File: src/rtl/bcd_pkg.sv
// Shared types and constants for the binary-to-BCD responder.
// Optional ASCII output is enabled with BCD_ASCII_EN.
package bcd_pkg;

  typedef enum logic [1:0] {
    IDLE = 2'd0,
    CONV = 2'd1,
    DONE = 2'd2
  } state_t;

  localparam logic [7:0] ASCII_ZERO = 8'h30;

  // Largest value representable in the given number of decimal digits.
  function automatic int unsigned bcd_max(input int unsigned digits);
    int unsigned p;
    p = 1;
    for (int unsigned i = 0; i < digits; i++) p = p * 10;
    return p - 1;
  endfunction

endpackage

File: src/rtl/bin_to_bcd_responder_if.sv
// Request/response bundle between the sensor block (master) and the BCD responder (slave).
// ascii_out exists only when BCD_ASCII_EN is defined.
interface bin_to_bcd_responder_if #(
  parameter int BIN_WIDTH = 16,
  parameter int DIGITS    = 4
) ();
  import bcd_pkg::*;

  // data_in_vld is a level request sampled only in IDLE; bcd_rcvd rises when
  // the result is ready and stays high until the next request is captured.
  // A request must drop data_in_vld before another capture can happen.
  logic [BIN_WIDTH-1:0] data_in;
  logic                 data_in_vld;
  logic [4*DIGITS-1:0]  bcd_out;
  logic                 bcd_rcvd;
  logic                 busy;
  logic                 ovf;
  state_t               state;
`ifdef BCD_ASCII_EN
  logic [8*DIGITS-1:0]  ascii_out;
`endif

  modport master (
    output data_in, data_in_vld,
    input  bcd_out, bcd_rcvd, busy, ovf, state
`ifdef BCD_ASCII_EN
    , input ascii_out
`endif
  );

  modport slave (
    input  data_in, data_in_vld,
    output bcd_out, bcd_rcvd, busy, ovf, state
`ifdef BCD_ASCII_EN
    , output ascii_out
`endif
  );

endinterface

File: src/rtl/bcd_digit_adj.sv
// Double-dabble digit correction: add 3 to a nibble that is 5 or more.
module bcd_digit_adj (
  input  logic [3:0] d,
  output logic [3:0] q
);
  assign q = (d >= 4'd5) ? d + 4'd3 : d;
endmodule

File: src/rtl/bin_to_bcd_responder.sv
// Sequential double-dabble binary-to-BCD converter, one input bit per clock.
// Define BCD_ASCII_EN to add the ascii_out digit bytes.
module bin_to_bcd_responder
  import bcd_pkg::*;
#(
  parameter int BIN_WIDTH = 16,
  parameter int DIGITS    = 4
) (
  input  logic clk,
  input  logic rst,
  bin_to_bcd_responder_if.slave bus
);

  localparam int AW    = 4 * DIGITS;
  localparam int CNT_W = (BIN_WIDTH > 1) ? $clog2(BIN_WIDTH) : 1;
  localparam logic [CNT_W-1:0]     LAST    = CNT_W'(BIN_WIDTH - 1);
  localparam logic [BIN_WIDTH-1:0] MAX_VAL = BIN_WIDTH'(bcd_max(DIGITS));
  localparam logic [AW-1:0]        SAT     = {DIGITS{4'h9}};

  state_t               state;
  logic [BIN_WIDTH-1:0] sr;
  logic [AW-1:0]        acc;
  logic [AW-1:0]        acc_adj;
  logic [AW-1:0]        result;
  logic [CNT_W-1:0]     cnt;
  logic                 ovf_pending;
  logic [AW-1:0]        bcd_q;
  logic                 rcvd_q;
  logic                 busy_q;
  logic                 ovf_q;

  for (genvar i = 0; i < DIGITS; i++) begin : g_adj
    bcd_digit_adj u_adj (
      .d(acc[4*i +: 4]),
      .q(acc_adj[4*i +: 4])
    );
  end

  assign result = ovf_pending ? SAT : acc;

`ifdef BCD_ASCII_EN
  logic [8*DIGITS-1:0] ascii_q;
  logic [8*DIGITS-1:0] ascii_next;

  for (genvar i = 0; i < DIGITS; i++) begin : g_ascii
    assign ascii_next[8*i +: 8] = ASCII_ZERO + {4'h0, result[4*i +: 4]};
  end

  always_ff @(posedge clk) begin
    if (!rst) begin
      ascii_q <= '0;
    end else if (state == DONE) begin
      ascii_q <= ascii_next;
    end
  end

  assign bus.ascii_out = ascii_q;
`endif

  always_ff @(posedge clk) begin
    if (!rst) begin
      state       <= IDLE;
      sr          <= '0;
      acc         <= '0;
      cnt         <= '0;
      ovf_pending <= 1'b0;
      bcd_q       <= '0;
      rcvd_q      <= 1'b0;
      busy_q      <= 1'b0;
      ovf_q       <= 1'b0;
    end else begin
      case (state)
        IDLE: begin
          if (bus.data_in_vld) begin
            sr          <= bus.data_in;
            acc         <= '0;
            cnt         <= '0;
            rcvd_q      <= 1'b0;
            busy_q      <= 1'b1;
            ovf_pending <= (bus.data_in > MAX_VAL);
            state       <= CONV;
          end
        end
        CONV: begin
          // Correct then shift {acc, sr} left by one as a single wide register.
          acc <= (acc_adj << 1) | AW'(sr[BIN_WIDTH-1]);
          sr  <= sr << 1;
          cnt <= cnt + 1'b1;
          if (cnt == LAST) state <= DONE;
        end
        DONE: begin
          // Outputs rewrite identical values while parked here waiting for vld low.
          bcd_q  <= result;
          ovf_q  <= ovf_pending;
          rcvd_q <= 1'b1;
          busy_q <= 1'b0;
          if (!bus.data_in_vld) state <= IDLE;
        end
        default: state <= IDLE;
      endcase
    end
  end

  assign bus.bcd_out  = bcd_q;
  assign bus.bcd_rcvd = rcvd_q;
  assign bus.busy     = busy_q;
  assign bus.ovf      = ovf_q;
  assign bus.state    = state;

endmodule

File: src/flat_wrapper.sv
// flat-port wrapper written by rule: the top's interface ports become plain ports
module bin_to_bcd_responder_flat import bcd_pkg::*;
#(
  parameter int BIN_WIDTH = 16,
  parameter int DIGITS    = 4
)
  (clk, rst, bus_data_in, bus_data_in_vld, bus_bcd_out, bus_bcd_rcvd, bus_busy, bus_ovf, bus_state);
  bin_to_bcd_responder_if #(.BIN_WIDTH(BIN_WIDTH), .DIGITS(DIGITS)) bus_i ();
  input  logic clk;
  input  logic rst;
  input wire logic [$bits(bus_i.data_in)-1:0] bus_data_in;
  input wire logic [$bits(bus_i.data_in_vld)-1:0] bus_data_in_vld;
  output wire logic [$bits(bus_i.bcd_out)-1:0] bus_bcd_out;
  output wire logic [$bits(bus_i.bcd_rcvd)-1:0] bus_bcd_rcvd;
  output wire logic [$bits(bus_i.busy)-1:0] bus_busy;
  output wire logic [$bits(bus_i.ovf)-1:0] bus_ovf;
  output wire logic [$bits(bus_i.state)-1:0] bus_state;
  assign bus_i.data_in = bus_data_in;
  assign bus_i.data_in_vld = bus_data_in_vld;
  assign bus_bcd_out = bus_i.bcd_out;
  assign bus_bcd_rcvd = bus_i.bcd_rcvd;
  assign bus_busy = bus_i.busy;
  assign bus_ovf = bus_i.ovf;
  assign bus_state = bus_i.state;
  bin_to_bcd_responder #(.BIN_WIDTH(BIN_WIDTH), .DIGITS(DIGITS)) u_core (.clk(clk), .rst(rst), .bus(bus_i));
endmodule
File: config.mk
export PLATFORM = sky130hd
export DESIGN_NAME = bin_to_bcd_responder_flat
export DESIGN_NICKNAME = d
export VERILOG_FILES = /design/src/rtl/bcd_pkg.sv /design/src/rtl/bin_to_bcd_responder_if.sv /design/src/rtl/bcd_digit_adj.sv /design/src/rtl/bin_to_bcd_responder.sv /design/src/flat_wrapper.sv
export SDC_FILE = /design/constraint.sdc
export NUM_CORES = 1
export LEC_CHECK = 0
export CAP_MARGIN = 20
export CORE_MARGIN = 2
export CORE_UTILIZATION = 55
export CTS_BUF_LIST = sky130_fd_sc_hd__clkbuf_4
export CTS_CLUSTER_SIZE = 12
export DETAILED_ROUTE_END_ITERATION = 6
export PLACE_DENSITY_LB_ADDON = 0.1
export SKIP_LAST_GASP = 1
export SYNTH_ARGS = -nofsm -noshare
export SYNTH_HDL_FRONTEND = slang
export SYNTH_SLANG_ARGS = --single-unit
export TNS_END_PERCENT = 1
File: constraint.sdc
create_clock -name clk -period 3.05 [get_ports clk]
set_input_delay 0.305 -clock clk [delete_from_list [all_inputs] [get_ports clk]]
set_output_delay 0.305 -clock clk [all_outputs]
set_load 0.01 [all_outputs]
==> results.json, run 1 <==
{
  "hold_viol_final": 0,
  "antenna_found_initial": 0,
  "synth_nets": 318,
  "dieArea_um2": 5310,
  "cts-root-buf": "clkbuf_4",
  "ys_ff_latch": 58,
  "finalSetupViolCount": 0,
  "dpl_cell_area_um2": 3020,
  "reg2reg_depth": 3,
  "post_drt_wl_per_cell_um": 14.1,
  "die_h_um": 72.9,
  "cts_tree": "yes",
  "grt_use_total": 0.227,
  "cp.required_ps": 2740,
  "layout.nets": 353,
  "syn_inst": 290,
  "cts-buffers-inserted": 9,
  "hold_class": "reg -> reg",
  "pin_count": 40,
  "clk_latency_ps": 390,
  "cts_resized": 0,
  "crit_type": "reg -> out",
  "drt-initial-drc-count": 124,
  "startpoint_type": "flip-flop",
  "gp_congestion": 0.760,
  "cts_setup_buffers": 0,
  "clockBufferDepth": 2,
  "multi_input_area_um2": 1330,
  "cts_sinks": 58,
  "dp_hpwl_um": 3750,
  "yosysWarnings": 0,
  "cp-startpoint": "u_core.bus.state[0]$_SDFFE_PN0P_",
  "reg2reg_to": "u_core.bus.bcd_out[2]$_SDFFE_PN0N_",
  "synth-edff-count": 0,
  "place_inst": 368,
  "routed_wl_um": 5390,
  "async_reset_ff_frac": 0,
  "drv_slew": 0,
  "rsz0062_at_grt": "false",
  "grt_pass1_wl_um": 9290,
  "synth_cell_types": 36,
  "start_util": 0.560,
  "fmax_mhz": 569,
  "grt_max_degree": 34,
  "crit_slowest_cell": "clkdlybuf4s50_1",
  "r2r-start": "u_core.bus.state[1]$_SDFFE_PN0P_",
  "yosysSeqAreaShare": 0.445,
  "fp.coreArea_um2": 4660,
  "seq_area_um2": 1160,
  "fin_cells": 383,
  "worst_path_largest_cell_delay_ps": 590,
  "overflow": 0,
  "outcome": "finished, final reports clean",
  "crit_buf_inv": 1,
  "path_cells": "clkdlybuf4s50_1",
  "area_growth_pct": 19.6,
  "crit_fanout": 8,
  "slew_headroom": 0.356,
  "critPathCapture": "bus_state[0]",
  "cp_top_family": "buffers and inverters",
  "synth_area_um2": 2610,
  "leakagePower_nw": 1.10,
  "fin_tns_setup_ps": 0,
  "regToRegSetupSlack_ps": 1340,
  "detail_route.first_pass.iterations": 4,
  "via_per_inst": 5.73,
  "fin_crit_sh": 0.576,
  "cp_num_cells": 1,
  "drive_gt1_frac": 0.0729,
  "fill_cells": 382,
  "path_clk_slew_ps": 90,
  "vias": 2194,
  "grt_pass1_vias": 2072,
  "critical_path.endpoint_type": "output pin",
  "cap_violations": 0,
  "skew_ps": 5.89,
  "final_area_um2": 3120,
  "drc": 0,
  "rows": 25,
  "peakVddDrop_mv": 0.310,
  "avgSynthCellArea_um2": 9.00,
  "worstMarginPinSlew_ps": 964,
  "critPathArrivalTime_ps": 1450,
  "p_per_area_nw_per_um2": 439,
  "postRouteAntennaNets": 0,
  "cts-htree-levels": 3,
  "period_needed_ps": 1760,
  "numPortBuffers": 39,
  "ys.flop_type": "dfxtp_1",
  "cts_hold_buf": 0,
  "antenna_cells": 0,
  "fp.dieW_um": 72.9
}
[worst min path at each step]
stage                                                     end  slack (ps)                           startpoint  depth (start not counted)
final                     u_core.bus.bcd_out[14]$_SDFFE_PN0N_         470  u_core.bus.bcd_out[14]$_SDFFE_PN0N_                          2
after global placement            u_core.acc[13]$_SDFFE_PN0P_         450          u_core.acc[13]$_SDFFE_PN0P_                          2
after global routing      u_core.bus.bcd_out[14]$_SDFFE_PN0N_         490  u_core.bus.bcd_out[14]$_SDFFE_PN0N_                          2
after CTS                           u_core.sr[0]$_SDFFE_PN0P_         450                       bus_data_in[0]                          3
after detailed placement          u_core.acc[13]$_SDFFE_PN0P_         460          u_core.acc[13]$_SDFFE_PN0P_                          2
after floorplan                   u_core.acc[13]$_SDFFE_PN0P_         430          u_core.acc[13]$_SDFFE_PN0P_                          2
[layout by cell type (no fill, tap or decap), types with 4 or more instances in the layout]
cell and instances:
inv_1 8, o21ai_0 15, nor2_1 12, nand3b_1 4, nor2b_1 5, clkinv_2 4, a22oi_1 17, dfxtp_1 58
buf_4 5, ha_1 9, a21oi_1 5, clkbuf_4 11, nor3b_1 9, nand2_1 33, nand3_1 6, or3_1 4
nand2b_1 6, a21boi_0 30, clkdlybuf4s50_1 39, nor3_1 12, xnor2_1 4
[logic make-up (layout without fill, tap and decap cells)]
| logic type | after synthesis | after routing | share of synthesized area |
|---|---|---|---|
| and+or+nand+nor | 103 | 103 | 0.209 |
| AOI/OAI and AO/OA | 84 | 84 | 0.228 |
| DFF | 58 | 58 | 0.445 |
| buffers and inverters | 28 | 67 | 0.0460 |
| adders and majority gates | 9 | 9 | 0.0431 |
| xor gates and xnor gates | 4 | 4 | 0.0134 |
| muxes | 4 | 4 | 0.0158 |
[per-layer routing]
| metal | track usage | vias up | share of wire |
|---|---|---|---|
| li1 | - | 1109 | - |
| met1 | 0.271 | 1034 | 0.45 |
| met2 | 0.387 | 43 | 0.50 |
| met3 | 0.0456 | 8 | 0.030 |
| met4 | 0.113 | 0 | 0.016 |
| met5 | 0 | - | 0 |
[where the power goes]
group	switching (mW)	total [mW]	internal, mW
Combinational	0.0674	0.131	0.0633
Sequential	0.0186	0.796	0.778
Clock	0.267	0.443	0.176
Total	0.353	1.37	1.02
[synthesized netlist by cell type (8+ instances only)]
cell | number | area [µm²]
clkbuf_1 | 8 | 30.0
nand2_1 | 33 | 124
o21ai_0 | 15 | 75.1
nor2_1 | 12 | 45.0
a21boi_0 | 30 | 225
nor3b_1 | 9 | 67.6
nor3_1 | 12 | 60.1
dfxtp_1 | 58 | 1160
buf_2 | 12 | 60.1
inv_1 | 8 | 30.0
a22oi_1 | 17 | 128
ha_1 | 9 | 113
[per-stage QoR]
| stage | power, mW | hold WS, ps | utilization | setup WS, ps |
|---|---|---|---|---|
| 2_1_floorplan | 0.892 | 425 | - | 1640 |
| 3_3_place_gp | 0.943 | 447 | 0.648 | 1110 |
| 3_5_place_dp | 0.945 | 456 | 0.648 | 1080 |
| 4_1_cts | 1.39 | 450 | 0.670 | 1270 |
| 5_1_grt | 1.43 | 485 | 0.670 | 1100 |
| 6_report | 1.37 | 465 | 0.670 | 1290 |
[sequential cells by signal, summed over array words and instances, names as in the netlist]
| signal | flops |
|---|---|
| u_core.bus.busy | 1 |
| u_core.bus.ovf | 1 |
| u_core.bus.state | 2 |
| u_core.bus.bcd_out | 16 |
| u_core.ovf_pending | 1 |
| u_core.sr | 16 |
| u_core.cnt | 4 |
| u_core.bus.bcd_rcvd | 1 |
| u_core.acc | 16 |
[final cells by class]
type | instances | share of cell area
Clock buffer | 11 | 0.0265
Clock inverter | 4 | 0.00642
Inverter | 8 | 0.00962
Multi-Input combinational cell | 204 | 0.427
Sequential cell | 58 | 0.372
Tap cell | 54 | 0.0217
Timing Repair Buffer | 44 | 0.137
No activity file was read; power rests on OpenSTA's default activity.
==> run 2: changes to the inputs <==
clock period = 1.83 ns   (was 3.05 ns; I/O delays follow)
==> results.json, run 2 (same netlist as run 1, synthesis figures left out) <==
{
  "critical_path.endpoint_type": "output pin",
  "numPortBuffers": 39,
  "cts-buffers-inserted": 9,
  "worstMarginPinSlew_ps": 543,
  "gp_congestion": 0.773,
  "hold_class": "in -> reg",
  "hold_start": "bus_data_in[0]",
  "path_cells": "clkdlybuf4s50_1",
  "mostFrequentLayoutCell": "dfxtp_1",
  "drv_slew": 0,
  "fp.coreArea_um2": 4660,
  "finalSetupViolCount": 0,
  "clockBufferDepth": 2,
  "whs_path_depth": 3,
  "min_to": "u_core.sr[0]$_SDFFE_PN0P_",
  "rows": 25,
  "cts-htree-levels": 3,
  "grt_pass1_wl_um": 9160,
  "reg2reg_depth": 3,
  "path_clk_slew_ps": 100,
  "fp.dieW_um": 72.9,
  "routed_wl_um": 5330,
  "cts_resized": 0,
  "cp_top_family": "buffers and inverters",
  "drc": 0,
  "dieArea_um2": 5310,
  "rsz0062_at_grt": "false",
  "pin_count": 40,
  "peakVddDrop_mv": 0.582,
  "antenna_cells": 0,
  "swShare": 0.239,
  "grt_pass1_vias": 2095,
  "cts_setup_buffers": 0,
  "p_int_mw": 1.95,
  "hold_viol_final": 0,
  "drt-initial-drc-count": 113,
  "outcome": "finished, final reports clean",
  "via_per_inst": 5.60,
  "dp_hpwl_um": 3670,
  "area_growth_pct": 22.9,
  "r2r-start": "u_core.bus.state[0]$_SDFFE_PN0P_",
  "clkPwrFrac": 0.394,
  "start_util": 0.560,
  "cp.required_ps": 1650,
  "detail_route.first_pass.iterations": 4,
  "period_needed_ps": 1640,
  "grt_use_total": 0.224,
  "fin_tns_setup_ps": 0,
  "die_h_um": 72.9,
  "skew_ps": 12.5,
  "grt_max_degree": 37,
  "crit_buf_inv": 1,
  "cts_hold_buf": 0,
  "overflow": 0,
  "crit_type": "reg -> out",
  "fmax_mhz": 609,
  "crit_fanout": 8,
  "antenna_found_initial": 0,
  "cts_tree": "yes",
  "startpoint_type": "flip-flop",
  "combPwrFrac": 0.088,
  "power.share.sequential": 0.518,
  "slew_headroom": 0.638,
  "postRouteAntennaNets": 0,
  "clk_latency_ps": 390,
  "critPathArrivalTime_ps": 1460,
  "worst_path_largest_cell_delay_ps": 590,
  "power_switching_mw": 0.611,
  "dpl_cell_area_um2": 3060,
  "drive_gt1_frac": 0.0866,
  "final_area_um2": 3210,
  "reg2reg_to": "u_core.acc[8]$_SDFFE_PN0P_",
  "vias": 2179,
  "fin_crit_sh": 0.898,
  "cts-root-buf": "clkbuf_4",
  "leakagePower_nw": 1.15,
  "p_per_area_nw_per_um2": 798,
  "layout_common_cells": "58 x dfxtp_1, 39 x clkdlybuf4s50_1, 33 x nand2_1",
  "cap_violations": 0,
  "post_drt_wl_per_cell_um": 13.7,
  "crit_slowest_cell": "clkdlybuf4s50_1",
  "regToRegSetupSlack_ps": 280,
  "cts_sinks": 58,
  "layout.nets": 358
}
## run 2: layout make-up
cell class,instances,area [µm²]
fillers,407,1450
multi-input cells,204,1330
flip-flops and latches,58,1160
repair buffers,49,465
clock inverters,7,83.8
clock buffers,9,67.6
well taps,54,67.6
inverters,8,30.0
## run 2: worst max-delay path by stage
stage,startpoint,depth (start not counted),to
after floorplan,u_core.bus.state[1]$_SDFFE_PN0P_,4,u_core.acc[10]$_SDFFE_PN0P_
after global placement,bus_data_in_vld,4,u_core.acc[6]$_SDFFE_PN0P_
after detailed placement,bus_data_in_vld,4,u_core.acc[6]$_SDFFE_PN0P_
after CTS,u_core.bus.state[1]$_SDFFE_PN0P_,1,bus_state[1]
after global routing,u_core.bus.state[1]$_SDFFE_PN0P_,1,bus_state[1]
final,u_core.bus.state[1]$_SDFFE_PN0P_,1,bus_state[1]
## run 2: worst min-delay path: stages
cell and delay (ps):
clkdlybuf4s50_1 400, nand2_1 50, a21boi_0 60
## run 2: metal layers
layer / GRT usage / up-vias / wire (µm)
met5: 0 / - / 0
met4: 0.107 / 0 / 85
met3: 0.0373 / 10 / 207
met2: 0.382 / 52 / 2630
met1: 0.275 / 1000 / 2410
li1: - / 1117 / -
## run 2: per-stage QoR
step	setup slack (ps)	util	total power, mW	hold slack (ps)	std cells
finish	187	0.688	2.56	360	389
global route	119	0.688	2.66	377	389
CTS	173	0.688	2.57	342	389
detailed placement	109	0.656	1.58	449	373
global placement	118	0.656	1.58	441	373
floorplan	423	-	1.49	321	290
## run 2: power groups by stage
stage | clock, mW | combinational (mW) | sequential, mW
after floorplan | 0 | 0.141 | 1.35
final | 1.01 | 0.224 | 1.33
after detailed placement | 0 | 0.225 | 1.35
after global routing | 1.08 | 0.248 | 1.33
after CTS | 1.02 | 0.225 | 1.33
after global placement | 0 | 0.224 | 1.35
